--- src/rtl/cpu_timing_gen_pkg.sv ---
// Shared defaults and types for the CPU timing generator.
package cpu_timing_gen_pkg;

    localparam int DEF_DIV_STAGES       = 4;
    localparam int DEF_NPHASE           = 8;
    localparam int DEF_LATCH_PHASE      = 5;
    localparam int DEF_LATCH_MASK_PHASE = 1;

    // Wide enough to name any of up to 16 phase strobes.
    localparam int PHASE_IDX_W = 4;
    typedef logic [PHASE_IDX_W-1:0] phase_idx_t;

endpackage

--- src/rtl/cpu_timing_phase_chain.sv ---
// Phase strobe delay line: tap k is the input delayed by k+1 cycles, frozen while hold is high.
module cpu_timing_phase_chain
    import cpu_timing_gen_pkg::*;
#(
    parameter int NPHASE = DEF_NPHASE
) (
    input  logic              clk32,
    input  logic              resb,
    input  logic              clear,
    input  logic              hold,
    input  logic              din,
    output logic [NPHASE-1:0] taps
);

    always_ff @(posedge clk32 or negedge resb) begin
        if (!resb) begin
            taps <= '0;
        end else if (clear) begin
            taps <= '0;
        end else if (!hold) begin
            taps <= {taps[NPHASE-2:0], din};
        end
    end

endmodule

--- src/rtl/cpu_timing_gen.sv ---
// CPU timing generator: binary divider, clock enables, phase strobes and latch window.
// Bus-cycle stretching via stall_i is compiled in only when CPU_TIMING_GEN_STRETCH_EN is defined.
module cpu_timing_gen
    import cpu_timing_gen_pkg::*;
#(
    parameter int DIV_STAGES       = DEF_DIV_STAGES,
    parameter int NPHASE           = DEF_NPHASE,
    parameter int LATCH_PHASE      = DEF_LATCH_PHASE,
    parameter int LATCH_MASK_PHASE = DEF_LATCH_MASK_PHASE
) (
    input  logic                  clk32,
    input  logic                  resb,
    input  logic                  sync_i,
    input  logic                  stall_i,
    output logic [DIV_STAGES-1:0] clk_o,
    output logic [DIV_STAGES-1:0] en_o,
    output logic [NPHASE-1:0]     time_o,
    output logic                  latch_o
);

    localparam phase_idx_t LATCH_TAP = phase_idx_t'(LATCH_PHASE);
    localparam phase_idx_t MASK_TAP  = phase_idx_t'(LATCH_MASK_PHASE);

    logic [DIV_STAGES-1:0] cnt;
    logic [DIV_STAGES-1:0] en_next;
    logic                  hold;

`ifdef CPU_TIMING_GEN_STRETCH_EN
    assign hold = stall_i;
`else
    // stall_i stays on the pin list for drop-in compatibility but never freezes the sequencer.
    assign hold = stall_i & 1'b0;
`endif

    for (genvar i = 0; i < DIV_STAGES; i++) begin : g_en
        assign en_next[i] = &cnt[i:0];
    end

    always_ff @(posedge clk32 or negedge resb) begin
        if (!resb) begin
            cnt     <= '0;
            en_o    <= '0;
            latch_o <= 1'b0;
        end else if (sync_i) begin
            cnt     <= '0;
            en_o    <= '0;
            latch_o <= 1'b0;
        end else if (hold) begin
            en_o    <= '0;
        end else begin
            cnt     <= cnt + DIV_STAGES'(1);
            en_o    <= en_next;
            latch_o <= time_o[int'(LATCH_TAP)] & ~time_o[int'(MASK_TAP)];
        end
    end

    assign clk_o = cnt;

    cpu_timing_phase_chain #(
        .NPHASE (NPHASE)
    ) u_phase_chain (
        .clk32 (clk32),
        .resb  (resb),
        .clear (sync_i),
        .hold  (hold),
        .din   (cnt[DIV_STAGES-1]),
        .taps  (time_o)
    );

endmodule

--- config.mk ---
export PLATFORM = sky130hd
export DESIGN_NAME = cpu_timing_gen
export DESIGN_NICKNAME = d
export VERILOG_FILES = /design/src/rtl/cpu_timing_gen_pkg.sv /design/src/rtl/cpu_timing_phase_chain.sv /design/src/rtl/cpu_timing_gen.sv
export SDC_FILE = /design/constraint.sdc
export NUM_CORES = 1
export LEC_CHECK = 0
export CAP_MARGIN = 15
export CORE_UTILIZATION = 43
export CTS_CLUSTER_SIZE = 30
export DETAILED_ROUTE_END_ITERATION = 10
export PLACE_DENSITY = 0.74
export SYNTH_ARGS = -nofsm -noshare
export SYNTH_HDL_FRONTEND = slang
export SYNTH_HIERARCHICAL = 1
export SYNTH_SLANG_ARGS = --single-unit
--- constraint.sdc ---
create_clock -name clk32 -period 1.6 [get_ports clk32]
set_input_delay 0.32 -clock clk32 [delete_from_list [all_inputs] [get_ports clk32]]
set_output_delay 0.32 -clock clk32 [all_outputs]
set_load 0.02 [all_outputs]
==> results.md, run 1 <==
- Status: complete, no violations
- CP Buf/Inv Count: 1
- Reg2reg start: clk_o[0]
- CTS root buf: clkbuf_4
- HP Class: input port to asynchronous set/reset pin
- DIE WIDTH: 41.1 um
- DRT Wirelength: 1.06 mm
- Final Setup Violations: 0
- Most frequent cells in the layout: dfrtp_1 (17), nor2_1 (10), mux2i_1 (8)
- Total CTS buffers: 3
- CP max-delay cell: clkdlybuf4s50_1
- CP arrival: 1210 ps
- Endpoint of the lowest-slack register-to-register path: clk_o[2]
- Core Region: 0.00137 sq mm
- Post-Syn Area: 658 sq um
- Ant diodes: 0
- Number of remaining DRC errors: 0
- DR vias/cell: 4.82
- Setup TNS: 0 ps
- Final hold vios: 0
- Port bufs: 19
- Gpl congestion: 0.734
- CP endpoint kind: output pin
- Gate Count Post-Synth: 50
- Die area: 0.00169 sq mm
- Post-route minimum period: 1530 ps
- Hold buffer count at CTS: 0
- GRT Util Overall: 0.167
- Fin. max-slew vios: 0
- Nets@finish: 81
- PD cells: 801 mW/mm^2
- CTS Buffer Depth: 2
- Die boundary height: 41.1 um
- Crit Path Category: flip-flop to output pin
- First-pass GRT wire length: 1.74 mm
- Post-synthesis sequential area ratio: 0.646
- Hpwl dp: 759 um
- Distinct cells, synth: 13
- Worst vdd ir: 0.624 mV
- Count of warnings emitted by yosys: 6
- Total grt overflow: 0
- Post-synth top area share: 0.646
- Clock Latency Late Sink: 280 ps
- CP cell instances: clkdlybuf4s50_1
- Setup Skew: 4.11 ps
- Initial DRC count: 2
- CP max FO: 1
- Share of cells above drive strength 1: 0.108
- Vias in the first global route: 422
- Peak Freq: 653 MHz
- RSZ-0062 raised after global routing: no
- Crit-path max cell delay: 590 ps
- Crit share post-route: 0.958
- Synth-to-Final Area Change: 38.6%
- IO Pins: 21
- Starting Density: 0.482
- Static Leak: 0.000610 uW
- Final Util: 0.668
- Cell Rows: 13
- Antenna violations before repair: 0
- Max-cap violations: 0
- CTS H-tree lvls: 1
- Via count: 429
- R2R depth: 3
- Average size of a mapped cell: 13.2 sq um
- Post-DRT Antenna Nets: 0
- Routed wire per std cell: 11.9 um
- Pin count of the biggest net entering global routing: 18
- # fillers: 112
- CP startpoint kind: flip-flop
- Worst R2R Setup Slack: 430 ps
- Yosys top cell by area: dfrtp_1
- Syn nets: 56
- Most common cell after layout, fill and taps aside: dfrtp_1
- CTS Sinks: 17
- CP top delay family: buffers and inverters
- Worst EP required: 1280 ps
- Clock Pin Slew Worst Setup and Hold Paths: 100 ps
- CTS tree: built
- Largest cells by area after synthesis: dfrtp_1 (65%), mux2i_1 (12%), nor2_1 (5.7%), ha_1 (3.8%), and2b_1 (3.4%)
- Seq cells post-synth: 17
- Initial DRT Pass Iterations: 3
kinds of logic after synthesis:
kind of cell             share of synthesized area
flip-flops                                   0.646
AND/OR/NAND/NOR                              0.148
other                                      0.00570
adder cells (fa/ha/maj)                     0.0380
buffers and inverters                       0.0228
multiplexers                                 0.139
worst reg2reg max path: stages (launching register included):
cell	delay (ps)
dfrtp_1	430
ha_1	230
ha_1	260
and2b_1	150
through the flow:
step / power [uW] / instances / hold WS (ps) / setup WS, ps / cell area [sq um]
after floorplan: 486 / 50 / 24.4 / 384 / 658
after global placement: 523 / 85 / 486 / 211 / 875
after detailed placement: 524 / 85 / 489 / 195 / 875
after CTS: 743 / 89 / 344 / 2.02 / 895
after global routing: 770 / 89 / 367 / 0.583 / 912
final: 730 / 89 / 345 / 67.8 / 912
worst max-delay path by stage:
stage	startpoint	endpoint	slack (ps)	cells past startpoint
finish	en_o[3]	en_o[3]	70	1
global route	en_o[3]	en_o[3]	0.6	1
CTS	clk_o[1]	clk_o[1]	2	1
detailed placement	sync_i	clk_o[3]	190	3
global placement	sync_i	clk_o[3]	210	3
floorplan	clk_o[0]	clk_o[2]	380	3
cells in the mapped netlist:
cell type / count
dfrtp_1: 17
nor2_1: 10
mux2i_1: 8
and2b_1: 3
nor2b_1: 3
ha_1: 2
and3_1: 1
buf_1: 1
buf_6: 1
conb_1: 1
mux2_2: 1
nand3_1: 1
nor3b_1: 1
power by group:
part	switching, uW	internal [uW]
Clock	127	92.6
Sequential	6.03	438
Combinational	36.9	30.4
routing by layer:
layer,vias to the layer above,track usage,part of all wire
li1,211,-,-
met1,208,0.198,0.46
met2,10,0.289,0.52
met3,0,0.0326,0.025
met4,0,0.0726,0
met5,-,0,0
final cells by class:
type | count | area (sq um) | area share
Tap cell | 15 | 18.8 | 0.0206
Multi-Input combinational cell | 31 | 218 | 0.239
Timing Repair Buffer | 22 | 223 | 0.244
Clock inverter | 1 | 5.00 | 0.00549
Sequential cell | 17 | 425 | 0.466
Clock buffer | 3 | 22.5 | 0.0247
state kept, by name, summed over array words and instances, names as in the netlist:
signal	count
clk_o	4
en_o	4
latch_o	1
u_phase_chain/taps	8
timing repair:
action,in CTS,in global routing
setup buffers,0,0
resized for setup,6,7
pin swaps,0,0
hold endpoints to repair,0,0
endpoints found under the setup margin,6,7
Power figures use the tool's default switching activity.
==> run 2, diff against run 1 <==
==> constraint.sdc (replaced) <==
create_clock -name clk32 -period 1.43 [get_ports clk32]
set_input_delay 0.286 -clock clk32 [delete_from_list [all_inputs] [get_ports clk32]]
set_output_delay 0.286 -clock clk32 [all_outputs]
set_load 0.02 [all_outputs]
==> results.md, run 2 (synthesis gave the netlist of run 1 again) <==
- RSZ-0062 raised after global routing: no (unchanged)
- HP Class: input port to asynchronous set/reset pin (unchanged)
- Static Leak: 0.000541 uW (was 0.000610 uW)
- CP Buf/Inv Count: 1 (unchanged)
- Cell Rows: 13 (unchanged)
- Ant diodes: 0 (unchanged)
- CP top delay family: flip-flops (was buffers and inverters)
- DR vias/cell: 4.88 (was 4.82)
- Met2 routed WL: 568 um (was 546 um)
- Final hold vios: 0 (unchanged)
- Max FFs per register: 8 (unchanged)
- IO Pins: 21 (unchanged)
- Peak Freq: 754 MHz
- DIE WIDTH: 41.1 um (unchanged)
- Synth-to-Final Area Change: 35.9% (was 38.6%)
- Post-DRT Antenna Nets: 0 (unchanged)
- Die boundary height: 41.1 um (unchanged)
- PD cells: 920 mW/mm^2 (was 801 mW/mm^2)
- Nets@finish: 83 (was 81)
- Reg area: 425 sq um (unchanged)
- Sw power: 192 uW (was 170 uW)
- Seq pwr share: 0.602 (was 0.607)
- # fillers: 128 (was 112)
- CP max FO: 4 (was 1)
- CTS Sinks: 17 (unchanged)
- CP max-delay cell: dfrtp_1 (was clkdlybuf4s50_1)
- CTS H-tree lvls: 1 (unchanged)
- CP arrival: 1040 ps (was 1210 ps)
- Fin. max-slew vios: 0 (unchanged)
- First-pass GRT wire length: 1.86 mm (was 1.74 mm)
- Worst EP required: 1140 ps (was 1280 ps)
- Combinational power share: 0.094 (was 0.092)
- Via count: 444 (was 429)
- Post-route minimum period: 1330 ps
- Starting Density: 0.482 (unchanged)
- CP startpoint kind: flip-flop (unchanged)
- CTS tree: built (unchanged)
- Final Setup Violations: 0 (unchanged)
- CTS Buffer Depth: 2 (unchanged)
- Highest routed metal layer: met4 (was met3)
- Routed wire per std cell: 12.5 um (was 11.9 um)
- Status: complete, no violations (unchanged)
- Number of remaining DRC errors: 0 (unchanged)
- Crit Path Category: flip-flop to output pin (unchanged)
- Top reg by flops: u_phase_chain/taps (unchanged)
- Clock Latency Late Sink: 280 ps (about the same)
- Die area: 0.00169 sq mm (unchanged)
- Most frequent cells in the layout: dfrtp_1 (17), dlygate4sd2_1 (17), nor2_1 (10) (was dfrtp_1 (17), nor2_1 (10), mux2i_1 (8))
- Pin count of the biggest net entering global routing: 18 (unchanged)
- Tot Pwr: 823 uW (was 730 uW)
- DRT Wirelength: 1.14 mm (was 1.06 mm)
- Hold buffer count at CTS: 0 (unchanged)
- Switch share: 0.233 (was 0.232)
- Clock Pin Slew Worst Setup and Hold Paths: 90 ps (was 100 ps)
- Share of cells above drive strength 1: 0.118 (was 0.108)
- Vias in the first global route: 405 (was 422)
- CP endpoint kind: output pin (unchanged)
- Total CTS buffers: 3 (unchanged)
- CP cell instances: dlygate4sd2_1 (was clkdlybuf4s50_1)
- Total grt overflow: 0 (unchanged)
- GRT Util Overall: 0.183 (was 0.167)
- Hpwl dp: 827 um (was 759 um)
- Worst vdd ir: 0.496 mV (was 0.624 mV)
- DR WL met3: 32 um (was 26 um)
- Initial DRC count: 4 (was 2)
- Clk pwr share: 0.304 (was 0.300)
- Port bufs: 19 (unchanged)
- Core Region: 0.00137 sq mm (unchanged)
- Crit-path max cell delay: 420 ps (was 590 ps)
- Crit share post-route: 0.927
- CTS root buf: clkbuf_4 (unchanged)
- Internal: 631 uW (was 561 uW)
- Max-cap violations: 0 (unchanged)
- Setup Skew: 1.84 ps (was 4.11 ps)
- Gpl congestion: 0.756 (was 0.734)
- Met1 Wirelength: 516 um (was 485 um)
- Setup TNS: 0 ps (unchanged)
- Initial DRT Pass Iterations: 4 (was 3)
- Area of the multi-input gates: 218 sq um (unchanged)
- Antenna violations before repair: 0 (unchanged)
[run 2: stage by stage]
step	instance area (sq um)	util	setup WS, ps	instances	hold WS, ps
final	895	0.655	105	91	318
after global routing	895	0.655	27.7	91	331
after CTS	895	0.655	79.1	91	317
after detailed placement	890	0.651	76.4	87	507
after global placement	890	0.651	95.3	87	496
after floorplan	658	-	214	50	-9.59
[run 2: power by group through the flow]
stage | Sequential [uW] | Clock [uW] | Combinational (uW)
final | 495 | 250 | 77.4
after global routing | 496 | 290 | 87.3
after CTS | 495 | 264 | 78.5
after detailed placement | 505 | 0 | 85.0
after global placement | 505 | 0 | 83.5
after floorplan | 518 | 0 | 26.0
[run 2: per-layer routing]
metal  global-route usage  vias up
li1                     -      214
met1                0.223      218
met2                0.270       10
met3               0.0489        2
met4                0.145        0
met5                    0        -
[run 2: area by class of cell]
type / count / area share
Tap cell: 15 / 0.0210
Multi-Input combinational cell: 31 / 0.243
Sequential cell: 17 / 0.476
Clock buffer: 4 / 0.0294
Timing Repair Buffer: 24 / 0.231
[run 2: what timing repair did]
action                     CTS  global route
gates resized for setup     17             0
setup endpoints to repair   17             0
setup buffers                0             0
[run 2: final timing paths]
check | end | from | slack (ps) | depth (start not counted)
worst max-delay path | time_o[1] | u_phase_chain/taps[1] | 100 | 1
worst min-delay path | u_phase_chain/taps[0] | resb | 320 | 2
worst max register to register | clk_o[2] | clk_o[0] | 200 | 4
worst min register to register | latch_o | u_phase_chain/taps[1] | 510 | 1
max in group asynchronous | en_o[2] | resb | 930 | 2
min in group clk32 | latch_o | u_phase_chain/taps[1] | 510 | 1
==> run 3, diff against run 2 <==
--- a/config.mk
+++ b/config.mk
@@ -5,11 +5,12 @@
 export SDC_FILE = /design/constraint.sdc
 export NUM_CORES = 1
 export LEC_CHECK = 0
-export CAP_MARGIN = 15
-export CORE_UTILIZATION = 43
+export ABC_AREA = 1
+export CAP_MARGIN = 20
+export CORE_UTILIZATION = 44
 export CTS_CLUSTER_SIZE = 30
 export DETAILED_ROUTE_END_ITERATION = 10
-export PLACE_DENSITY = 0.74
+export PLACE_DENSITY = 0.75
 export SYNTH_ARGS = -nofsm -noshare
 export SYNTH_HDL_FRONTEND = slang
 export SYNTH_HIERARCHICAL = 1
==> results.md, run 3 <==
- Status: complete, no violations (unchanged)
- Post-synth top flop: dfrtp_1 (unchanged)
- Fin. max-slew vios: 0 (unchanged)
- Post-Syn Area: 697 sq um (was 658 sq um)
- Cell Rows: 14 (was 13)
- Distinct cells, synth: 14 (was 13)
- Share of cells above drive strength 1: 0.118 (about the same)
- Worst vdd ir: 0.485 mV (was 0.496 mV)
- Final Setup Violations: 0 (unchanged)
- Total grt overflow: 0 (unchanged)
- Antenna violations before repair: 0 (unchanged)
- Crit path from: clk_o[2] (was u_phase_chain/taps[1])
- Asr flop ratio synth: 1.00 (unchanged)
- Worst EP required: 1140 ps (about the same)
- Cell area after layout: 925 sq um (was 895 sq um)
- Number of remaining DRC errors: 0 (unchanged)
- Core Region: 0.00149 sq mm (was 0.00137 sq mm)
- DRT Wirelength: 1.14 mm (about the same)
- Pin count of the biggest net entering global routing: 18 (unchanged)
- Die boundary height: 41.8 um (was 41.1 um)
- Crit share post-route: 0.933 (was 0.927)
- Initial DRT Pass Iterations: 4 (unchanged)
- Gpl congestion: 0.756 (about the same)
- Nets@finish: 100 (was 83)
- Count of warnings emitted by yosys: 6 (unchanged)
- CP startpoint kind: flip-flop (unchanged)
- Routed wire per std cell: 10.4 um (was 12.5 um)
- GRT Util Overall: 0.162 (was 0.183)
- Crit-path max cell delay: 420 ps (about the same)
- Seq cells post-synth: 17 (unchanged)
- Most frequent cells in the layout: nand2_1 (18), dfrtp_1 (17), dlygate4sd2_1 (17) (was dfrtp_1 (17), dlygate4sd2_1 (17), nor2_1 (10))
- Max FFs per register: 8 (unchanged)
- CP Capture Point: clk_o[2] (was time_o[1])
- Reg2reg start: clk_o[0] (unchanged)
- IO Pins: 21 (unchanged)
- CP max-delay cell: dfrtp_1 (unchanged)
- Clock Pin Slew Worst Setup and Hold Paths: 90 ps (about the same)
- Gate Count Post-Synth: 69 (was 50)
- Final hold vios: 0 (unchanged)
- CP Buf/Inv Count: 1 (unchanged)
- Largest cells by area after synthesis: dfrtp_1 (61%), nand2_1 (9.7%), nand3_1 (6.5%), inv_1 (3.8%), nor2_1 (3.8%) (was dfrtp_1 (65%), mux2i_1 (12%), nor2_1 (5.7%), ha_1 (3.8%), and2b_1 (3.4%))
- CP endpoint kind: output pin (unchanged)
- # fillers: 138 (was 128)
- Post-synthesis sequential area ratio: 0.610 (was 0.646)
- Crit Path Category: flip-flop to output pin (unchanged)
- CP arrival: 1050 ps (was 1040 ps)
- Top reg by flops: u_phase_chain/taps (unchanged)
- DIE WIDTH: 41.8 um (was 41.1 um)
- Hold buffer count at CTS: 0 (unchanged)
- Port bufs: 19 (unchanged)
- Starting Density: 0.468 (was 0.482)
- First-pass GRT wire length: 2.02 mm (was 1.86 mm)
- CTS Sinks: 17 (unchanged)
- HP Class: input port to asynchronous set/reset pin (unchanged)
- Setup Buffers After CTS: 0 (unchanged)
- Via count: 524 (was 444)
- Synth-to-Final Area Change: 32.7% (was 35.9%)
- Average size of a mapped cell: 10.1 sq um (was 13.2 sq um)
- Endpoint of the lowest-slack register-to-register path: clk_o[2] (unchanged)
- Setup TNS: 0 ps (unchanged)
- Die area: 0.00175 sq mm (was 0.00169 sq mm)
- Syn nets: 75 (was 56)
- CTS tree: built (unchanged)
- Clock Latency Late Sink: 280 ps (about the same)
- PD cells: 892 mW/mm^2 (was 920 mW/mm^2)
- Initial DRC count: 14 (was 4)
- Most frequent cell after synthesis: nand2_1 (was dfrtp_1)
- Post-synth EDFFs: 0 (unchanged)
- Max-cap violations: 0 (unchanged)
- R2R depth: 5 (was 4)
- Post-route minimum period: 1330 ps (about the same)
- Critical Path Stages: 1 (unchanged)
- Most common cell after layout, fill and taps aside: nand2_1
- Setup Skew: 0.901 ps (was 1.84 ps)
- CP cell instances: dlygate4sd2_1 (unchanged)
- Total CTS buffers: 3 (unchanged)
- Post-DRT Antenna Nets: 0 (unchanged)
- Post-synth top area share: 0.610 (was 0.646)
- CP top delay family: flip-flops (unchanged)
- Peak Freq: 750 MHz (was 754 MHz)
- Ant diodes: 0 (unchanged)
- Vias in the first global route: 450 (was 405)
- Yosys top cell by area: dfrtp_1 (unchanged)
- CTS H-tree lvls: 1 (unchanged)
- Synth top cells by count: nand2_1 (18), dfrtp_1 (17), nand3_1 (9) (was dfrtp_1 (17), nor2_1 (10), mux2i_1 (8))
- Placed inst area: 920 sq um (was 890 sq um)
- Static Leak: 0.000561 uW (was 0.000541 uW)
- CP max FO: 4 (unchanged)
- Worst R2R Setup Slack: 240 ps (was 200 ps)
- CTS root buf: clkbuf_4 (unchanged)
- Hpwl dp: 847 um (was 827 um)
- RSZ-0062 raised after global routing: no (unchanged)
- CTS Buffer Depth: 2 (unchanged)
- DR vias/cell: 4.81 (was 4.88)
==> run 3: changes by cell type after synthesis, sizes merged <==
cell	change
and3	-1
inv	+8
mux2	-1
nand3	+8
mux2i	-8
nor2b	-3
nand2	+19
and2b	-3
==> run 3: power by group <==
| group | total [uW] | internal [uW] | switching, uW |
|---|---|---|---|
| Sequential | 496 | 490 | 6.02 |
| Combinational | 88.7 | 33.6 | 55.1 |
| Clock | 240 | 108 | 132 |
| Total | 825 | 631 | 193 |
==> run 3: routing by layer <==
| layer | track usage | part of all wire | up-vias |
|---|---|---|---|
| met3 | 0.0522 | 0.040 | 2 |
| met5 | 0 | 0 | - |
| met1 | 0.210 | 0.47 | 249 |
| met4 | 0.116 | 0.012 | 0 |
| li1 | - | - | 257 |
| met2 | 0.225 | 0.48 | 16 |
==> run 3: how the worst min path moves through the flow <==
stage	to	slack, ps	cells after the start
2_1_floorplan	clk_o[0]	-10	0
3_3_place_gp	u_phase_chain/taps[3]	480	2
3_5_place_dp	u_phase_chain/taps[3]	480	2
4_1_cts	u_phase_chain/taps[7]	310	2
5_1_grt	en_o[0]	310	2
6_report	u_phase_chain/taps[5]	320	2
==> run 3: layout make-up <==
| type | instances | area, sq um | area share |
|---|---|---|---|
| timing repair buffer | 22 | 204 | 0.221 |
| inverter | 8 | 30.0 | 0.0325 |
| multi-input combinational | 42 | 219 | 0.237 |
| tap | 16 | 20.0 | 0.0217 |
| sequential | 17 | 425 | 0.460 |
| clock buffer | 4 | 26.3 | 0.0284 |
==> run 3: logic make-up (layout without fill, tap and decap cells) <==
family        Yosys count  count (layout)  synth area share
simple gates           39              39             0.273
buf+inv                10              34            0.0754
fa+ha+maj               2               2            0.0359
other cells             1               1           0.00538
flops                  17              17             0.610
==> run 3: through the flow <==
stage | utilization | hold WS, ps | worst slack [ps] | cells | power, uW
after global placement | 0.618 | 476 | 134 | 105 | 600
after detailed placement | 0.618 | 481 | 124 | 105 | 602
after CTS | 0.621 | 315 | 78.3 | 109 | 843
after global routing | 0.621 | 314 | 35.0 | 109 | 875
after floorplan | - | -9.59 | 269 | 69 | 554
final | 0.621 | 319 | 95.8 | 109 | 825
==> run 3: what timing repair did <==
action / in CTS / in global routing
resized for setup: 17 / 0
endpoints found under the setup margin: 17 / 0
hold endpoints to repair: 0 / 0
